**config.mk**
```make
export PLATFORM = sky130hd
export DESIGN_NAME = muldiv_ctrl
export DESIGN_NICKNAME = d
export VERILOG_FILES = /design/src/rtl/muldiv_ctrl.sv
export SDC_FILE = /design/constraint.sdc
export NUM_CORES = 2
export LEC_CHECK = 0
export CORE_MARGIN = 1.5
export CORE_UTILIZATION = 59
export CTS_CLUSTER_DIAMETER = 200
export DETAILED_ROUTE_END_ITERATION = 10
export PLACE_DENSITY = 0.8
export SYNTH_ARGS = -nofsm -noshare
export SYNTH_HDL_FRONTEND = slang
export SYNTH_SLANG_ARGS = --single-unit
export TNS_END_PERCENT = 50
```
**constraint.sdc**
```tcl
create_clock -name clk -period 8.3 [get_ports clk]
set_input_delay 1.66 -clock clk [delete_from_list [all_inputs] [get_ports clk]]
set_output_delay 1.66 -clock clk [all_outputs]
set_load 0.01 [all_outputs]
```
**src/rtl/muldiv_ctrl.sv**
```systemverilog
// -----------------------------------------------------------------------------
// muldiv_ctrl
//
// Multi-cycle multiply/divide sequencer that owns the HI/LO write port of the
// writeback stage. It accepts one MULT/MULTU/DIV/DIVU request, stalls issue
// while a fixed-latency multiply or a 32-step restoring divide runs, then
// pulses the HI/LO write enables for one cycle.
//
// Parameters
//   MUL_STAGES      cycles spent in MUL before the result write (1..8)
//
// Ports
//   clk             system clock, all state on rising edge
//   rst             asynchronous, active-low reset
//   start           request valid from execute, sampled only in IDLE
//   op              00 MULT, 01 MULTU, 10 DIV, 11 DIVU
//   src_a           rs operand (dividend / multiplicand)
//   src_b           rt operand (divisor / multiplier)
//   flush           cancel; aborts any operation and suppresses the write
//   busy            stall request to execute/issue (combinational)
//   write_hi        HI write enable, one-cycle pulse
//   write_lo        LO write enable, identical to write_hi
//   write_hi_value  product[63:32] / remainder
//   write_lo_value  product[31:0]  / quotient
//   done            identical to write_hi, releases the pipeline scoreboard
// -----------------------------------------------------------------------------
module muldiv_ctrl #(
    parameter int MUL_STAGES = 3
) (
    input  logic        clk,
    input  logic        rst,
    input  logic        start,
    input  logic [1:0]  op,
    input  logic [31:0] src_a,
    input  logic [31:0] src_b,
    input  logic        flush,
    output logic        busy,
    output logic        write_hi,
    output logic        write_lo,
    output logic [31:0] write_hi_value,
    output logic [31:0] write_lo_value,
    output logic        done
);

    localparam logic [4:0] MUL_LOAD = 5'(MUL_STAGES - 1);
    localparam logic [4:0] DIV_LAST = 5'd31;

    typedef enum logic [1:0] {
        S_IDLE,
        S_MUL,
        S_DIV,
        S_DONE
    } state_t;

    state_t      state, state_n;
    logic        accept;
    logic        load_res;
    logic        wr;

    logic [4:0]  cnt;
    logic        is_signed_q;
    logic [31:0] a_q, b_q;       // operands exactly as issued
    logic [31:0] dvd_q;          // dividend magnitude, shifts into quotient
    logic [31:0] dvs_q;          // divisor magnitude
    logic [31:0] rem_q;          // partial remainder (always < divisor)
    logic [31:0] hi_q, lo_q;

    // -------------------------------------------------------------------------
    // FSM
    // -------------------------------------------------------------------------
    always_ff @(posedge clk or negedge rst) begin
        // NOTE: sequential state uses non-blocking assignments so every
        // register samples pre-edge values regardless of statement order.
        if (!rst) state <= S_IDLE;
        else      state <= state_n;
    end

    always_comb begin
        // NOTE: every output of this block is defaulted first so no path
        // leaves a signal unassigned, which would infer a latch.
        state_n  = state;
        busy     = 1'b0;
        wr       = 1'b0;
        load_res = 1'b0;
        accept   = 1'b0;
        unique case (state)
            S_IDLE: begin
                if (start && !flush) begin
                    accept  = 1'b1;
                    busy    = 1'b1;   // stall the issuing instruction now
                    state_n = op[1] ? S_DIV : S_MUL;
                end
            end
            S_MUL: begin
                busy = 1'b1;
                if (flush) begin
                    state_n = S_IDLE;
                end else if (cnt == 5'd0) begin
                    state_n  = S_DONE;
                    load_res = 1'b1;
                end
            end
            S_DIV: begin
                busy = 1'b1;
                if (flush) begin
                    state_n = S_IDLE;
                end else if (cnt == DIV_LAST) begin
                    state_n  = S_DONE;
                    load_res = 1'b1;
                end
            end
            S_DONE: begin
                busy    = 1'b1;
                wr      = !flush;
                state_n = S_IDLE;
            end
            default: state_n = S_IDLE;
        endcase
    end

    // -------------------------------------------------------------------------
    // Datapath: multiply
    // -------------------------------------------------------------------------
    logic [63:0] mul_a, mul_b, product;

    // A 64x64 product truncated to 64 bits is the correct two's-complement
    // result for both the sign-extended and zero-extended cases.
    assign mul_a   = {{32{is_signed_q & a_q[31]}}, a_q};
    assign mul_b   = {{32{is_signed_q & b_q[31]}}, b_q};
    assign product = mul_a * mul_b;

    // -------------------------------------------------------------------------
    // Datapath: one restoring-divide step
    // -------------------------------------------------------------------------
    logic [32:0] rem_shift;
    logic        rem_ge;
    logic [31:0] rem_n, dvd_n;

    assign rem_shift = {rem_q, dvd_q[31]};
    assign rem_ge    = rem_shift >= {1'b0, dvs_q};
    // When the subtraction is taken the true difference is below the divisor,
    // so the low 32 bits are exact.
    assign rem_n     = rem_ge ? (rem_shift[31:0] - dvs_q) : rem_shift[31:0];
    assign dvd_n     = {dvd_q[30:0], rem_ge};

    // -------------------------------------------------------------------------
    // Result formation (sampled on the last MUL/DIV cycle)
    // -------------------------------------------------------------------------
    logic        q_neg, r_neg;
    logic [31:0] res_hi, res_lo;

    assign q_neg = is_signed_q & (a_q[31] ^ b_q[31]);
    assign r_neg = is_signed_q & a_q[31];

    always_comb begin
        res_hi = product[63:32];
        res_lo = product[31:0];
        if (state == S_DIV) begin
            if (dvs_q == 32'd0) begin
                res_hi = a_q;
                res_lo = 32'hFFFF_FFFF;
            end else begin
                res_hi = r_neg ? -rem_n : rem_n;
                res_lo = q_neg ? -dvd_n : dvd_n;
            end
        end
    end

    always_ff @(posedge clk or negedge rst) begin
        if (!rst) begin
            cnt         <= 5'd0;
            is_signed_q <= 1'b0;
            a_q         <= 32'd0;
            b_q         <= 32'd0;
            dvd_q       <= 32'd0;
            dvs_q       <= 32'd0;
            rem_q       <= 32'd0;
            hi_q        <= 32'd0;
            lo_q        <= 32'd0;
        end else begin
            if (accept) begin
                is_signed_q <= ~op[0];
                a_q         <= src_a;
                b_q         <= src_b;
                dvd_q       <= (~op[0] & src_a[31]) ? -src_a : src_a;
                dvs_q       <= (~op[0] & src_b[31]) ? -src_b : src_b;
                rem_q       <= 32'd0;
                cnt         <= op[1] ? 5'd0 : MUL_LOAD;
            end else if (state == S_MUL) begin
                cnt <= cnt - 5'd1;
            end else if (state == S_DIV) begin
                dvd_q <= dvd_n;
                rem_q <= rem_n;
                cnt   <= cnt + 5'd1;
            end
            if (load_res) begin
                hi_q <= res_hi;
                lo_q <= res_lo;
            end
        end
    end

    assign write_hi       = wr;
    assign write_lo       = wr;
    assign done           = wr;
    assign write_hi_value = hi_q;
    assign write_lo_value = lo_q;

endmodule

```
Yosys cells after proc, flatten, opt, wreduce, memory -nomap -nowiden
Index checks and enable logic that the tools add are counted.
{ "classes": {"n_mux": 35, "magnitude_cmp": 1, "n_eq_ne": 8, "div": 0, "add_sub_neg": 7, "reduce_logical": 10, "bitwise_logic": 7, "mul": 1, "shifts": 0} }
{ "ops": {"columns": ["operator", "count"], "rows": [
  ["$mux W32", 15],
  ["$neg A32 Y32", 4],
  ["$mul A33 B33 Y64", 1],
  ["$ge A33 B32 Y1", 1],
  ["$logic_not A32 Y1", 1],
  ["$sub A32 B32 Y32", 1],
  ["$mux W5", 3],
  ["$mux W2", 7],
  ["$pmux W2 S4", 1],
  ["$mux W1", 7],
  ["$ne A3 B3 Y1 const B", 2],
  ["$add A5 B1 Y5 const B", 1],
  ["$and A1 B1 Y1", 5],
  ["$eq A5 B5 Y1 const B", 1],
  ["$logic_not A5 Y1", 1],
  ["$sub A5 B1 Y5 const B", 1],
  ["$eq A2 B2 Y1 const B", 2],
  ["$ne A2 B2 Y1 const B", 2],
  ["$pmux W1 S2", 2],
  ["$reduce_and A3 Y1", 1],
  ["$reduce_bool A3 Y1", 1],
  ["$reduce_or A3 Y1", 1],
  ["$eq A2 B1 Y1 const B", 1],
  ["$logic_not A2 Y1", 1],
  ["other kinds (6)", 6]
]} }
{ "totals": {"inputBits": 70, "output_inout_bits": 68, "romBits": 0, "elab_cells": 79, "mem_count": 0, "reg_bits": 232, "latch_bits": 0, "ramBits": 0} }

Longest topological paths before layout
{ "depth": {"ltp_word": 6, "depth_mapped": 35, "depth_no_buf": 30} }

Worst setup path before layout
Ideal clock, no wire load.
{ "synth_path": {"kind": "flip-flop to flip-flop", "start": "register a_q[31]", "end": "register hi_q[31] (netlist: write_hi_value[31])", "n_path_buf": 5, "setup_slack_ns": -0.389, "stages_incl_launch_ff": 32, "t_required_ns": 8.204, "arrival_time_ns": 8.594, "period_less_slack_ns": 8.689, "setup_ns": 0.096, "cell_sequence": "dfrtp_1 -> clkbuf_1 -> and2_1 -> clkbuf_1 -> clkbuf_1 -> buf_1 -> nand2_1 -> inv_1 -> fa_1 -> fa_1 -> fa_1 -> fa_1 -> inv_1 -> fa_1 -> inv_1 -> fa_1 -> inv_1 -> fa_1 -> fa_1 -> inv_1 -> ha_1 -> clkbuf_1 -> nand4_1 -> nor4_1 -> nor3b_1 -> a41o_1 -> o21ai_0 -> nor4b_1 -> a211oi_1 -> xnor2_1 -> o31a_1 -> o31ai_1"} }
{ "synth_via": {"elab_chain_len": 4, "elab_cells_between_ends": 5, "cone_classes": "mul (1); mux (3); bitwise (1)"} }
{ "synth_rtl": {"columns": ["element", "line", "rtl"], "rows": [
  ["from (decl)", "62", "logic [31:0] a_q, b_q;"],
  ["from (signal assigned)", "183", "a_q <= src_a;"],
  ["parallel branches: the longest is 3 deep, another holds $mul A33 B33 Y64", null, null],
  ["$mux W32 *", "158", "if (state == S_DIV) begin"],
  ["to (signal assigned)", "197", "hi_q <= res_hi;"],
  ["to (decl)", "66", "logic [31:0] hi_q, lo_q;"]
]} }
Mark *: on every way between the ends.
A chain may end at the register's enable or synchronous reset.

Worst setup path after layout
{ "layout_path": {"start": "register b_q[1]", "end": "register hi_q[8] (netlist: write_hi_value[8])"} }
{ "layout_via": {"elab_chain_len": 2} }
{ "layout_rtl": {"columns": ["element", "line", "rtl"], "rows": [
  ["from (decl)", "62", null],
  ["from (signal assigned)", "184", "b_q <= src_b;"],
  ["$mul A33 B33 Y64", "130", "assign product = mul_a * mul_b;"],
  ["$mux W32", "158", null]
]} }
No other way between the ends.

==> run metrics <==
total gr overflow=0; fraction of registers with async set/reset=100%; Hold Crit Depth=2; die area=91,800 sq um; Worst Tran Pin Value=about 1.2 ns; DRC violations left=0; Root Driver=clkbuf_16; CTS tree=yes; Util after Layout=65.0%; WL per Instance=~21 um; Final Hold Vio Count=0; CP Capture Type=flip-flop; Starting Density=59.8%; Hold Crit Start=write_lo_value[4]; Iter 0 DRT Violations=3,866; YS warnings=0; Startpoint Class=flip-flop; HPWL after detailed placement=124,000 um; dpl cells=7,203; fin crit period=between 8 and 9 ns; Mapped Cells=about 6,100; vias in the first global route=around 45,000; area delta synth->final=8.57%; EDFF count, synth=0; core footprint=88,800 sq um; Post-Syn Area=53,100 sq um; FF-to-FF Start=b_q[1]; max capacitance violation total=0; CP startpoint=b_q[1]; Reg2Reg Depth=27; drt total wl=152,000 um; number of nets with antenna violations after routing=0; Placer Congestion=0.988; ratio of final minimum period to clock period=97.7%; Max clock buf depth=3; initial antenna violation count=3; Primary FF master, synth=dfrtp_1; largest net degree at the start of global routing=103; RSZ-0062 raised after global routing=yes; first-pass GRT wire length=244,000 um; hold-fix buffer count after cts=0; # IOs=138; Cell variety after synth=99; DRT Pass-1 Iters=8; Vias=42,600; number of placement rows=109; worst relative slew slack=21.0%; die extent in x=303 um; IO Port Bufs=137; skew final=0.0219 ns; crit-path max cell delay=0.55 ns; Fmax=123 MHz; slowest CP cell=fa_1; Worst Hold Class=flip-flop to flip-flop; layout cells sized above 1=5.33%; syn nets=7,542; clk_lat worst skew=around 0.58 ns; Vias/cell=5.87; final setup fails=0; fin. max-slew vios=0; critical path type=flip-flop to flip-flop; GRT Total Usage=34.1%; clock sink count=231; clock transition at the registers of the reported paths=about 0.060 ns; CP max FO=20; Fillers=about 7,100; Final nets=~7,500; DIE HEIGHT=303 um; CP arrival=8.60 ns; Synth Register Bits=~230; Mean Syn Cell Area=~8.7 sq um; clock buffer count from CTS=26; status=finished, final reports clean; most frequent CP cell=fa_1; required time of the worst setup path=8.79 ns; Layout Cells excl Fill=just over 7,000; H-tree depth=1; post-synthesis sequential area ratio=10.9%
==> critical path, delay by kind of cell, from the launching register on <==
kind                       cells  cell delay, ns
and+or+nand+nor                4            0.56
buffers and inverters          6            0.63
adders and majority gates      9            4.18
xor gates and xnor gates       1            0.37
DFF                            1            0.50
AOI/OAI and AO/OA              7            1.76
==> final timing paths <==
| kind | slack (ns) | to |
|---|---|---|
| worst max-delay path | 0.19 | write_hi_value[8] |
| worst min-delay path | 0.48 | write_lo_value[4] |
| worst max register to register | 0.19 | write_hi_value[8] |
| worst min register to register | 0.48 | write_lo_value[4] |
| max in group asynchronous | 5.52 | a_q[20] |
| min in group asynchronous | 1.14 | rem_q[11] |
==> cells by family (layout without fill, tap and decap cells) <==
group / after synthesis / count (layout) / share of synthesized area (%)
XOR/XNOR: 204 / 204 / 3.36
AO/OA/AOI/OAI: 735 / 735 / 8.67
AND/OR/NAND/NOR: 1956 / 1956 / 16.9
other: 0 / 2 / 0
adder cells (fa/ha/maj): 1383 / 1383 / 48.5
flip-flops: 231 / 231 / 10.9
buffers and inverters: 1550 / 1556 / 11.1
multiplexers: 30 / 30 / 0.603
==> area by class of cell <==
type	instances	area, sq um	area share, %
clock inverters	12	228	0.395
well taps	1165	1460	2.53
repair buffers	325	3380	5.86
clock buffers	33	717	1.24
diodes	2	5.00	0.00868
inverters	1186	4460	7.73
flip-flops and latches	231	5800	10.1
multi-input cells	4308	41600	72.2
==> registers in the layout, indices dropped and copies added, names as in the netlist <==
| signal | cells |
|---|---|
| cnt | 5 |
| write_hi_value | 32 |
| dvd_q | 32 |
| b_q | 32 |
| rem_q | 32 |
| a_q | 32 |
| dvs_q | 31 |
| is_signed_q | 1 |
| write_lo_value | 32 |
| state | 2 |
==> metrics by stage <==
step	area, sq um	hold WS (ns)	TNS (ns)	setup slack (ns)
finish	57700	0.483	0	0.189
global placement	56400	0.463	0	0.110
detailed placement	56400	0.472	-0.200	-0.0757
floorplan	53100	0.472	0	0.0245
CTS	57400	0.486	0	0.00720
global route	57700	0.513	-0.120	-0.0582
==> synthesized netlist by cell type, types with 11 or more instances <==
cell type | instances | share of area (%)
a211oi_1 | 21 | 0.30
a21o_1 | 48 | 0.68
a21oi_1 | 179 | 1.7
a31oi_1 | 30 | 0.35
and2_1 | 353 | 4.2
and3_1 | 30 | 0.35
buf_1 | 12 | 0.085
clkbuf_1 | 332 | 2.3
dfrtp_1 | 231 | 11
fa_1 | 1127 | 42
ha_1 | 256 | 6.0
inv_1 | 1185 | 8.4
mux2i_1 | 25 | 0.47
nand2_1 | 1128 | 8.0
nand2b_1 | 20 | 0.24
nand3_1 | 34 | 0.32
nand4_1 | 19 | 0.22
nor2_1 | 201 | 1.4
nor2b_1 | 17 | 0.20
nor3_1 | 33 | 0.31
nor4_1 | 33 | 0.39
o211ai_1 | 16 | 0.23
o21a_1 | 25 | 0.35
o21ai_0 | 237 | 2.2
o21bai_1 | 14 | 0.20
o22ai_1 | 32 | 0.38
o31ai_1 | 23 | 0.33
o41ai_1 | 16 | 0.26
or2_2 | 15 | 0.18
or3_1 | 17 | 0.20
or4_1 | 11 | 0.16
xnor2_1 | 106 | 1.7
xor2_1 | 98 | 1.6
==> repair_timing <==
| action | 4_1_cts | 5_1_grt |
|---|---|---|
| buffers inserted | 2 | 10 |
| pin swaps | 0 | 7 |
| gates resized for setup | 6 | 57 |
| setup endpoints to repair | 8 | 26 |
==> cell usage in the layout, fill, tap and decap left out, types with 17 or more instances in the layout <==
cell type,synthesis,routed
a211oi_1,21,19
a21o_1,48,48
a21oi_1,179,175
a31oi_1,30,30
and2_1,353,352
and3_1,30,30
buf_12,1,44
buf_4,4,134
clkbuf_16,0,26
clkdlybuf4s50_1,0,136
dfrtp_1,231,215
fa_1,1127,1122
ha_1,256,253
inv_1,1185,1181
mux2i_1,25,25
nand2_1,1128,1126
nand2b_1,20,20
nand3_1,34,33
nand4_1,19,19
nor2_1,201,198
nor2b_1,17,17
nor3_1,33,33
nor4_1,33,32
o21a_1,25,25
o21ai_0,237,233
o22ai_1,32,32
o31ai_1,23,23
or3_1,17,17
xnor2_1,106,106
xor2_1,98,97
==> metal layers <==
| layer | part of all wire (%) | GRT usage [%] | vias to the layer above |
|---|---|---|---|
| met5 | 0.0053 | 0 | - |
| met4 | 5.5 | 16.1 | 2 |
| met2 | 50 | 57.6 | 2000 |
| met1 | 38 | 44.4 | 21700 |
| met3 | 7.3 | 3.63 | 471 |
| li1 | - | - | 18400 |
Power is left out: the tool's default activity adds up to more than one toggle a clock period on the data nets, which glitch-free logic cannot reach.
